==> src/rtl/dmac_pkg.sv <==
// Shared definitions for the DMAC burst master: FSM state encoding and
// byte-shift / boundary helpers derived from the data and boundary widths.
package dmac_pkg;

  typedef enum logic [2:0] {
    S_IDLE,
    S_WADDR,
    S_WDATA,
    S_WRESP,
    S_RADDR,
    S_RDATA
  } state_t;

  localparam int DEF_W_D          = 32;
  localparam int DEF_W_BOUNDARY_A = 12;
  localparam int BYTE_SHIFT       = $clog2(DEF_W_D / 8);
  localparam int BOUNDARY_BYTES   = 1 << DEF_W_BOUNDARY_A;

  function automatic int byte_shift(input int w_d);
    return $clog2(w_d / 8);
  endfunction

  function automatic int boundary_bytes(input int w_boundary_a);
    return 1 << w_boundary_a;
  endfunction

endpackage

==> src/rtl/dmac_burst_len_calc.sv <==
// Combinational burst sizing: min(remaining words, MAX_BURST_LEN, words left before the boundary).
// Zero latency, no handshake; the caller registers the result.
module dmac_burst_len_calc
  import dmac_pkg::*;
#(
  parameter int W_D           = DEF_W_D,
  parameter int W_BOUNDARY_A  = DEF_W_BOUNDARY_A,
  parameter int W_BLEN        = 8,
  parameter int MAX_BURST_LEN = 256,
  parameter int W_SIZE        = 32
) (
  input  logic [W_SIZE-1:0]       remaining,
  input  logic [W_BOUNDARY_A-1:0] addr_low,
  output logic [W_BLEN:0]         blen
);

  localparam int SHIFT = byte_shift(W_D);
  localparam int WC    = ((W_SIZE > W_BOUNDARY_A) ? W_SIZE : W_BOUNDARY_A) + 1;

  logic [W_BOUNDARY_A:0] bnd_bytes;
  logic [WC-1:0]         rem_w, max_w, bnd_w, min_a, min_b;

  always_comb begin
    // addr_low is word aligned, so at least one word always fits before the boundary
    bnd_bytes = {1'b1, {W_BOUNDARY_A{1'b0}}} - {1'b0, addr_low};
    rem_w     = WC'(remaining);
    max_w     = WC'(MAX_BURST_LEN);
    bnd_w     = WC'(bnd_bytes >> SHIFT);
    min_a     = (rem_w < max_w) ? rem_w : max_w;
    min_b     = (min_a < bnd_w) ? min_a : bnd_w;
    blen      = (W_BLEN + 1)'(min_b);
  end

endmodule

==> src/rtl/dmac_burst_master.sv <==
// AXI-style DMA burst master: splits one request into boundary-safe bursts, one outstanding at a time.
// Address phase registered; data is a combinational pass-through, so backpressure stalls both sides losslessly.
module dmac_burst_master
  import dmac_pkg::*;
#(
  parameter int W_D           = DEF_W_D,
  parameter int W_EXT_A       = 32,
  parameter int W_BOUNDARY_A  = DEF_W_BOUNDARY_A,
  parameter int W_BLEN        = 8,
  parameter int MAX_BURST_LEN = 256,
  parameter int W_SIZE        = 32
) (
  input  logic               ACLK,
  input  logic               ARESETN,
  input  logic               req_valid,
  output logic               req_ready,
  input  logic               req_write,
  input  logic [W_EXT_A-1:0] req_addr,
  input  logic [W_SIZE-1:0]  req_size,
  output logic               busy,
  output logic               done,
  output logic               err,
  output logic               awvalid,
  output logic [W_EXT_A-1:0] awaddr,
  output logic [W_BLEN-1:0]  awlen,
  input  logic               awready,
  output logic               wvalid,
  output logic [W_D-1:0]     wdata,
  output logic               wlast,
  input  logic               wready,
  input  logic               bvalid,
  output logic               bready,
  output logic               arvalid,
  output logic [W_EXT_A-1:0] araddr,
  output logic [W_BLEN-1:0]  arlen,
  input  logic               arready,
  input  logic               rvalid,
  input  logic [W_D-1:0]     rdata,
  input  logic               rlast,
  output logic               rready,
  input  logic               src_valid,
  input  logic [W_D-1:0]     src_data,
  output logic               src_ready,
  output logic               dst_valid,
  output logic [W_D-1:0]     dst_data,
  input  logic               dst_ready
);

  localparam int SHIFT = byte_shift(W_D);
  localparam logic [W_EXT_A-1:0] ALIGN_MASK = ~((W_EXT_A'(1) << SHIFT) - W_EXT_A'(1));
  localparam logic [W_BLEN:0]    ONE        = {{W_BLEN{1'b0}}, 1'b1};

  state_t                  state;
  logic [W_EXT_A-1:0]      addr_q, req_addr_al;
  logic [W_SIZE-1:0]       rem_q, calc_rem;
  logic [W_BOUNDARY_A-1:0] calc_low;
  logic [W_BLEN:0]         blen_q, calc_blen;
  logic [W_BLEN-1:0]       len_q, len_n, beat_q;
  logic                    last_beat;

  // In IDLE the calculator sizes the first burst straight from the request
  assign req_addr_al = req_addr & ALIGN_MASK;
  assign calc_rem    = (state == S_IDLE) ? req_size : rem_q;
  assign calc_low    = (state == S_IDLE) ? req_addr_al[W_BOUNDARY_A-1:0] : addr_q[W_BOUNDARY_A-1:0];
  assign len_n       = W_BLEN'(calc_blen - ONE);
  assign last_beat   = (beat_q == len_q);

  dmac_burst_len_calc #(
    .W_D(W_D), .W_BOUNDARY_A(W_BOUNDARY_A), .W_BLEN(W_BLEN),
    .MAX_BURST_LEN(MAX_BURST_LEN), .W_SIZE(W_SIZE)
  ) u_len_calc (
    .remaining(calc_rem),
    .addr_low (calc_low),
    .blen     (calc_blen)
  );

  always_ff @(posedge ACLK or negedge ARESETN) begin
    if (!ARESETN) begin
      state   <= S_IDLE;
      addr_q  <= '0;
      rem_q   <= '0;
      blen_q  <= '0;
      len_q   <= '0;
      beat_q  <= '0;
      awvalid <= 1'b0;
      arvalid <= 1'b0;
      done    <= 1'b0;
      err     <= 1'b0;
    end else begin
      done <= 1'b0;
      case (state)
        S_IDLE: if (req_valid) begin
          err    <= 1'b0;
          addr_q <= req_addr_al;
          rem_q  <= req_size;
          if (req_size == '0) begin
            done <= 1'b1;
          end else begin
            blen_q <= calc_blen;
            len_q  <= len_n;
            if (req_write) begin
              state   <= S_WADDR;
              awvalid <= 1'b1;
            end else begin
              state   <= S_RADDR;
              arvalid <= 1'b1;
            end
          end
        end
        S_WADDR, S_RADDR: if ((awvalid && awready) || (arvalid && arready)) begin
          awvalid <= 1'b0;
          arvalid <= 1'b0;
          addr_q  <= addr_q + (W_EXT_A'(blen_q) << SHIFT);
          rem_q   <= rem_q - W_SIZE'(blen_q);
          beat_q  <= '0;
          state   <= (state == S_WADDR) ? S_WDATA : S_RDATA;
        end
        S_WDATA: if (src_valid && wready) begin
          if (last_beat) state <= S_WRESP;
          else           beat_q <= beat_q + W_BLEN'(1);
        end
        S_WRESP: if (bvalid) begin
          if (rem_q == '0) begin
            done  <= 1'b1;
            state <= S_IDLE;
          end else begin
            blen_q  <= calc_blen;
            len_q   <= len_n;
            awvalid <= 1'b1;
            state   <= S_WADDR;
          end
        end
        S_RDATA: if (rvalid && dst_ready) begin
          // beat count closes the burst; rlast is only cross-checked
          if (rlast != last_beat) err <= 1'b1;
          if (!last_beat) begin
            beat_q <= beat_q + W_BLEN'(1);
          end else if (rem_q == '0) begin
            done  <= 1'b1;
            state <= S_IDLE;
          end else begin
            blen_q  <= calc_blen;
            len_q   <= len_n;
            arvalid <= 1'b1;
            state   <= S_RADDR;
          end
        end
        default: state <= S_IDLE;
      endcase
    end
  end

  always_comb begin
    wvalid    = 1'b0;
    wdata     = '0;
    wlast     = 1'b0;
    src_ready = 1'b0;
    dst_valid = 1'b0;
    dst_data  = '0;
    rready    = 1'b0;
    if (state == S_WDATA) begin
      wvalid    = src_valid;
      wdata     = src_data;
      wlast     = last_beat;
      src_ready = wready;
    end
    if (state == S_RDATA) begin
      dst_valid = rvalid;
      dst_data  = rdata;
      rready    = dst_ready;
    end
  end

  assign awaddr    = addr_q;
  assign araddr    = addr_q;
  assign awlen     = len_q;
  assign arlen     = len_q;
  assign bready    = (state == S_WRESP);
  assign busy      = (state != S_IDLE);
  assign req_ready = (state == S_IDLE);

endmodule
==> config.mk <==
export PLATFORM = sky130hd
export DESIGN_NAME = dmac_burst_master
export DESIGN_NICKNAME = d
export VERILOG_FILES = /design/src/rtl/dmac_pkg.sv /design/src/rtl/dmac_burst_len_calc.sv /design/src/rtl/dmac_burst_master.sv
export SDC_FILE = /design/constraint.sdc
export NUM_CORES = 1
export LEC_CHECK = 0
export CORE_UTILIZATION = 28
export DETAILED_ROUTE_END_ITERATION = 8
export GPL_TIMING_DRIVEN = 0
export SYNTH_ARGS = -nofsm -noshare
export SYNTH_HDL_FRONTEND = slang
export SYNTH_SLANG_ARGS = --single-unit
==> constraint.sdc <==
create_clock -name ACLK -period 8.5 [get_ports ACLK]
set_input_delay 1.7 -clock ACLK [delete_from_list [all_inputs] [get_ports ACLK]]
set_output_delay 1.7 -clock ACLK [all_outputs]
set_load 0.02 [all_outputs]
# After elaboration in Yosys (flattened, before gate mapping)
# Index checks and enable logic that the tools add are counted.
[classes]
n_eq_ne = 20
mux = 73
n_addsub = 5
magnitude_cmp = 2
n_reduce_logical = 23
[ops]
columns = ["op", "count"]
rows = [
  ["$mux W32", 8],
  ["$pmux W32 S2", 2],
  ["$mux W8", 10],
  ["$logic_not A32 Y1", 2],
  ["$mux W9", 7],
  ["$pmux W8 S3", 2],
  ["$mux W3", 11],
  ["$add A32 B11 Y32", 1],
  ["$lt A32 B11 Y1", 1],
  ["$lt A32 B9 Y1 const B", 1],
  ["$sub A32 B9 Y32", 1],
  ["$pmux W9 S3", 1],
  ["$mux W1", 26],
  ["$ne A2 B2 Y1 const B", 12],
  ["$reduce_and A8 Y1", 2],
  ["$pmux W3 S5", 1],
  ["$reduce_bool A3 Y1", 5],
  ["$sub A13 B12 Y13 const A", 1],
  ["$mux W12", 1],
  ["$pmux W1 S3", 3],
  ["$add A8 B1 Y8 const B", 1],
  ["$eq A8 B8 Y1", 1],
  ["$reduce_and A4 Y1", 2],
  ["$sub A8 B1 Y8 const B", 1],
  ["other kinds (14)", 20],
]
[totals]
word_cells = 133
output_inout_bits = 156
reg_bits = 96
input_bits = 140

# Depth between registers and ports, before layout
[logic_depth]
ltp_word = 11
mapped_depth = 22
mapped_depth_nobuf = 17

# Modules after synthesis
# A second synthesis with hierarchy kept.
[unflattened]
hier_cells = 1090
hier_area_um2 = 8381.8
[by_module_without_submodules]
columns = ["mod", "seq_area_each_um2", "area_each_um2", "cells_per_inst", "n_inst"]
rows = [
  ["dmac_burst_master", 2352.3, 7768.7, 1001, 1],
  ["dmac_burst_len_calc", 0.0, 613.1, 89, 1],
]

# Least setup slack after synthesis
# Ideal clock, no wire load.
[synth_timing]
path_type = "input-to-reg"
start = "input req_addr[2]"
end = "register blen_q[8]"
setup_time_ns = 0.131
path_buffers = 2
required_time_ns = 8.369
stages = 14
arrival_time_ns = 4.687
path_slack_ns = 3.682
cell_sequence = "mux2i_1 -> ha_1 -> nor3b_1 -> xnor2_1 -> o21ai_1 -> ha_1 -> and4_1 -> o2111a_1 -> a221oi_1 -> nand2_2 -> buf_6 -> buf_4 -> o21ai_0 -> o22ai_2"
[synth_via]
elab_chain_len = 8
word_cells_on_any_way = 11
cone_classes = "add/sub: 1; order compare: 1; mux: 9"
[synth_rtl]
columns = ["element", "line_no", "source"]
rows = [
  ["from (decl)", "dmac_burst_master.sv:18", "input logic [W_EXT_A-1:0] req_addr,"],
  ["$mux W12 (*)", "dmac_burst_master.sv:64", "assign calc_low = (state == S_IDLE) ? req_addr_al[W_BOUNDARY_A-1:0] : addr_q[W_BOUNDARY_A-1:0];"],
  ["$sub A13 B12 Y13 (*)", "dmac_burst_len_calc.sv:25", "bnd_bytes = {1'b1, {W_BOUNDARY_A{1'b0}}} - {1'b0, addr_low};"],
  ["$lt A32 B11 Y1", "dmac_burst_len_calc.sv:30", "min_b = (min_a < bnd_w) ? min_a : bnd_w;"],
  ["$mux W9 (*)", "dmac_burst_len_calc.sv:30", ""],
  ["$mux W9", "dmac_burst_master.sv:123, dmac_burst_master.sv:138", ""],
  ["$mux W9", "dmac_burst_master.sv:136", "if (!last_beat) begin"],
  ["$mux W9", "dmac_burst_master.sv:133", "S_RDATA: if (rvalid && dst_ready) begin"],
  ["$pmux W9 S3 (*)", "dmac_burst_master.sv:91", "case (state)"],
  ["to (signal assigned)", "dmac_burst_master.sv:99", "blen_q <= calc_blen;"],
  ["to (signal assigned)", "dmac_burst_master.sv:127", "blen_q <= calc_blen;"],
  ["to (signal assigned)", "dmac_burst_master.sv:142", "blen_q <= calc_blen;"],
  ["to (decl)", "dmac_burst_master.sv:57", "logic [W_BLEN:0] blen_q, calc_blen;"],
]
# Mark *: on every way between the ends. The rest lies on a longest branch, timed or not. The select of a mux whose other input is x is not followed.
# A chain may end at the register's enable or synchronous reset.

# Worst setup path after layout
[layout_timing]
start = "input req_size[16]"
end = "register blen_q[8]"
[layout_via]
elab_chain_len = 9
word_cells_on_any_way = 15
cone_classes = "order compare: 2; eq/ne: 1; mux: 10; reduce/logical: 2"
[layout_rtl]
columns = ["element", "line_no", "source"]
rows = [
  ["from (decl)", "dmac_burst_master.sv:19", "input logic [W_SIZE-1:0] req_size,"],
  ["$mux W32", "dmac_burst_master.sv:63", "assign calc_rem = (state == S_IDLE) ? req_size : rem_q;"],
  ["$lt A32 B9 Y1", "dmac_burst_len_calc.sv:29", "min_a = (rem_w < max_w) ? rem_w : max_w;"],
  ["$mux W32", "dmac_burst_len_calc.sv:29", ""],
  ["$lt A32 B11 Y1", "dmac_burst_len_calc.sv:30", ""],
  ["$mux W9", "dmac_burst_len_calc.sv:30", ""],
  ["$mux W9", "dmac_burst_master.sv:123, dmac_burst_master.sv:138", ""],
  ["$mux W9", "dmac_burst_master.sv:136", ""],
  ["$mux W9", "dmac_burst_master.sv:133", ""],
  ["$pmux W9 S3", "dmac_burst_master.sv:91", ""],
]
# Parallel ways exist; a longest one is shown, timed or not. The select of a mux whose other input is x is not followed.

==> impl_metrics.env <==
export IMPL_cts_clk_slew_worst_paths_ns=0.08
export IMPL_post_place_cells=1679
export IMPL_timing_final_max_slew_violations=0
export IMPL_postRouteAntennaNets=0
export IMPL_worstHoldPathCells=2
export IMPL_post_dp_hpwl_um=27700
export IMPL_syn_cell_area_um2=8050
export IMPL_num_io_pins=296
export IMPL_clock_path_buffers=2
export IMPL_synth_ff_type="dfrtp_1"
export IMPL_port_buffers=289
export IMPL_fin_worst_skew_ns=0.0126
export IMPL_worstMarginPinSlew_ns=0.903
export IMPL_vias_in_the_first_global_route=8562
export IMPL_final_critical_path_setup_slack_ns=2.35
export IMPL_timing_critical_path_to_type="flip-flop"
export IMPL_synth_area_leader_cell="dfrtp_1"
export IMPL_count_of_state_elements_after_synthesis=94
export IMPL_cts_htree_levels=3
export IMPL_antenna_cells_inserted=0
export IMPL_outcome="finished clean"
export IMPL_synth_edf_count=0
export IMPL_drcViolationCount=0
export IMPL_maxCapViolations=0
export IMPL_syn_instance_count=1006
export IMPL_cp_arrival_ns=6.38
export IMPL_synth_async_sr_flop_share_pct=100
export IMPL_tritoncts="done"
export IMPL_areaGrowthSynthToFinish_pct=45.9
export IMPL_synth_cell_type_count=84
export IMPL_yosysTopAreaCellShare_pct=29.2
export IMPL_layout_worst_path_cycle_share_pct=72.3
export IMPL_drt_pre_antenna_iters=6
export IMPL_design_die_area_um2=29400
export IMPL_grt_setup_unrepaired="no"
export IMPL_num_nets_final=1484
export IMPL_height_of_the_die_um=172
export IMPL_cts_resized_gates=0
export IMPL_criticalPathCategory="in -> reg"
export IMPL_initial_utilization_pct=28.7
export IMPL_most_frequent_standard_cell_in_the_layout_excluding_fill_and_tap_cells="clkdlybuf4s50_1"
export IMPL_max_vdd_ir_drop_mv=0.132
export IMPL_final_instance_count_excl_fill=1694
export IMPL_critPathMaxFanout=10
export IMPL_timing_final_crit_period_ns=6.15
export IMPL_setup_total_negative_slack_ns=0
export IMPL_hold_path_class="reg -> reg"
export IMPL_clk_latency_ns=0.36
export IMPL_place_ws_ns=2.05
export IMPL_most_common_layout_cells="clkdlybuf4s50_1, nand2_1, dfrtp_1, nor2_1, and2_1"
export IMPL_vias_per_cell=5.35
export IMPL_postRouteWirelength_um=35200
export IMPL_grt_first_pass_wirelength_um=51600
export IMPL_design_power_total_uw=4000
export IMPL_synth_sequential_area_ratio_pct=29.2
export IMPL_slew_limit_headroom_pct=39.8
export IMPL_clockRootBuffer="clkbuf_16"
export IMPL_grt_ovfl_total=0
export IMPL_timing_critical_path_from_type="input pin"
export IMPL_synth_top_cells_by_area="dfrtp_1, and2_1, ha_1"
export IMPL_power_density_nw_per_um2=340
export IMPL_p_leak_uw=0.00465
export IMPL_core_rowCount=61
export IMPL_ff2ff_path_depth=19
export IMPL_cp_required_ns=8.73
export IMPL_clock_sink_count=94
export IMPL_fin_util_pct=41.9
export IMPL_maximum_clock_rate_mhz=163
export IMPL_drt_iter0_markers=687
export IMPL_post_cts_repair_setup_buffers=0
export IMPL_layout_drive_gt1_share_pct=7.67
export IMPL_setup_violations_final=0
export IMPL_average_cell_area_after_synthesis_um2=8.00
export IMPL_ctsHoldBuffers=0
export IMPL_core_um2=28000
export IMPL_grt_start_max_net_pins=57
export IMPL_die_width_um=172
export IMPL_cts_buffers=9
export IMPL_yosysWarnings=0
export IMPL_globalRouteTotalUtil_pct=23.6
export IMPL_place_congestion=0.896
export IMPL_wl_per_cell_um=20.8
export IMPL_final_hold_violation_count=0
export IMPL_grt_antenna_before_repair=0
export IMPL_vias=9069
## where the power goes
part | switching [µW] | leakage, µW | internal, µW
Combinational | 1480 | 0.00339 | 1160
Clock | 197 | 0.000145 | 224
Sequential | 289 | 0.00112 | 640
Total | 1970 | 0.00465 | 2030
## per-stage QoR
step	instance area, µm²	hold slack [ns]
finish	11700	0.514
global route	11700	0.546
CTS	11700	0.509
detailed placement	11500	0.493
global placement	11400	0.467
floorplan	8070	0.469
## cells in the mapped netlist, types with 4 or more instances
cell type / n
ha_1: 30
nand2_1: 98
o31ai_1: 6
buf_1: 4
a311oi_1: 12
buf_6: 5
and3_1: 13
buf_4: 44
mux2i_1: 17
a22oi_1: 4
or3_1: 14
o21ai_1: 7
o211ai_1: 10
a21oi_1: 60
nand2b_1: 8
o22ai_1: 11
nor2b_1: 7
nor3_1: 40
buf_2: 4
a31oi_1: 10
dfrtp_1: 94
o21a_1: 14
xor2_1: 22
o211ai_2: 5
nand3_1: 27
a21o_1: 7
nor4_1: 12
and2_1: 73
inv_1: 23
a211oi_1: 21
o21ai_0: 66
or2_2: 6
nand4_1: 9
nor2_1: 79
nor3b_1: 5
or4_1: 4
and4_1: 4
o32ai_1: 7
clkbuf_1: 40
xnor2_1: 17
## routing by layer
| metal | track usage (%) | routed length, µm |
|---|---|---|
| met1 | 28.9 | 13900 |
| met2 | 40.2 | 16900 |
| met3 | 4.37 | 3050 |
| met4 | 10.6 | 1340 |
| met5 | 0 | 0 |
## sequential cells by signal, indices dropped and copies added (netlist names)
| register | cells |
|---|---|
| araddr | 30 |
| arlen | 8 |
| arvalid | 1 |
| awvalid | 1 |
| beat_q | 8 |
| blen_q | 9 |
| done | 1 |
| err | 1 |
| rem_q | 32 |
| state | 3 |
## path summary, 6_finish.rpt
path / from / end / slack (ns)
min: err / err / 0.51
max reg2reg: state[2] / blen_q[8] / 2.39
min in group asynchronous: ARESETN / arlen[2] / 1.40
max: req_size[16] / blen_q[8] / 2.35
min reg2reg: err / err / 0.51
max in group asynchronous: ARESETN / rem_q[28] / 6.37
## cells by family after synthesis
group / share of synthesized area [%]
flops: 29.2
compound gates: 23.9
fa+ha+maj: 5.16
xor+xnor: 4.24
other cells: 0.0466
buf+inv: 8.25
mux: 2.53
simple gates: 26.6
## critical path, stage by stage
cell	delay [ns]
clkdlybuf4s50_1	0.44
nor4_1	0.49
nand4_1	0.26
nor2_1	0.39
nor2_1	0.24
clkbuf_1	0.31
nor2_1	0.25
ha_1	0.29
a21oi_1	0.14
o21ai_0	0.14
o2111a_1	0.31
a221oi_1	0.51
nand2_2	0.15
buf_6	0.17
buf_4	0.18
o21ai_0	0.27
o22ai_2	0.15
## cell type report
class / instances / area (µm²)
Sequential cell: 94 / 2350
Clock buffer: 12 / 267
Fill cell: 2849 / 16300
Clock inverter: 3 / 26.3
Multi-Input combinational cell: 796 / 5050
Tap cell: 378 / 473
Inverter: 24 / 92.6
Buffer: 97 / 572
Timing Repair Buffer: 290 / 2910
Note: power is estimated with default switching activity, not from simulation.
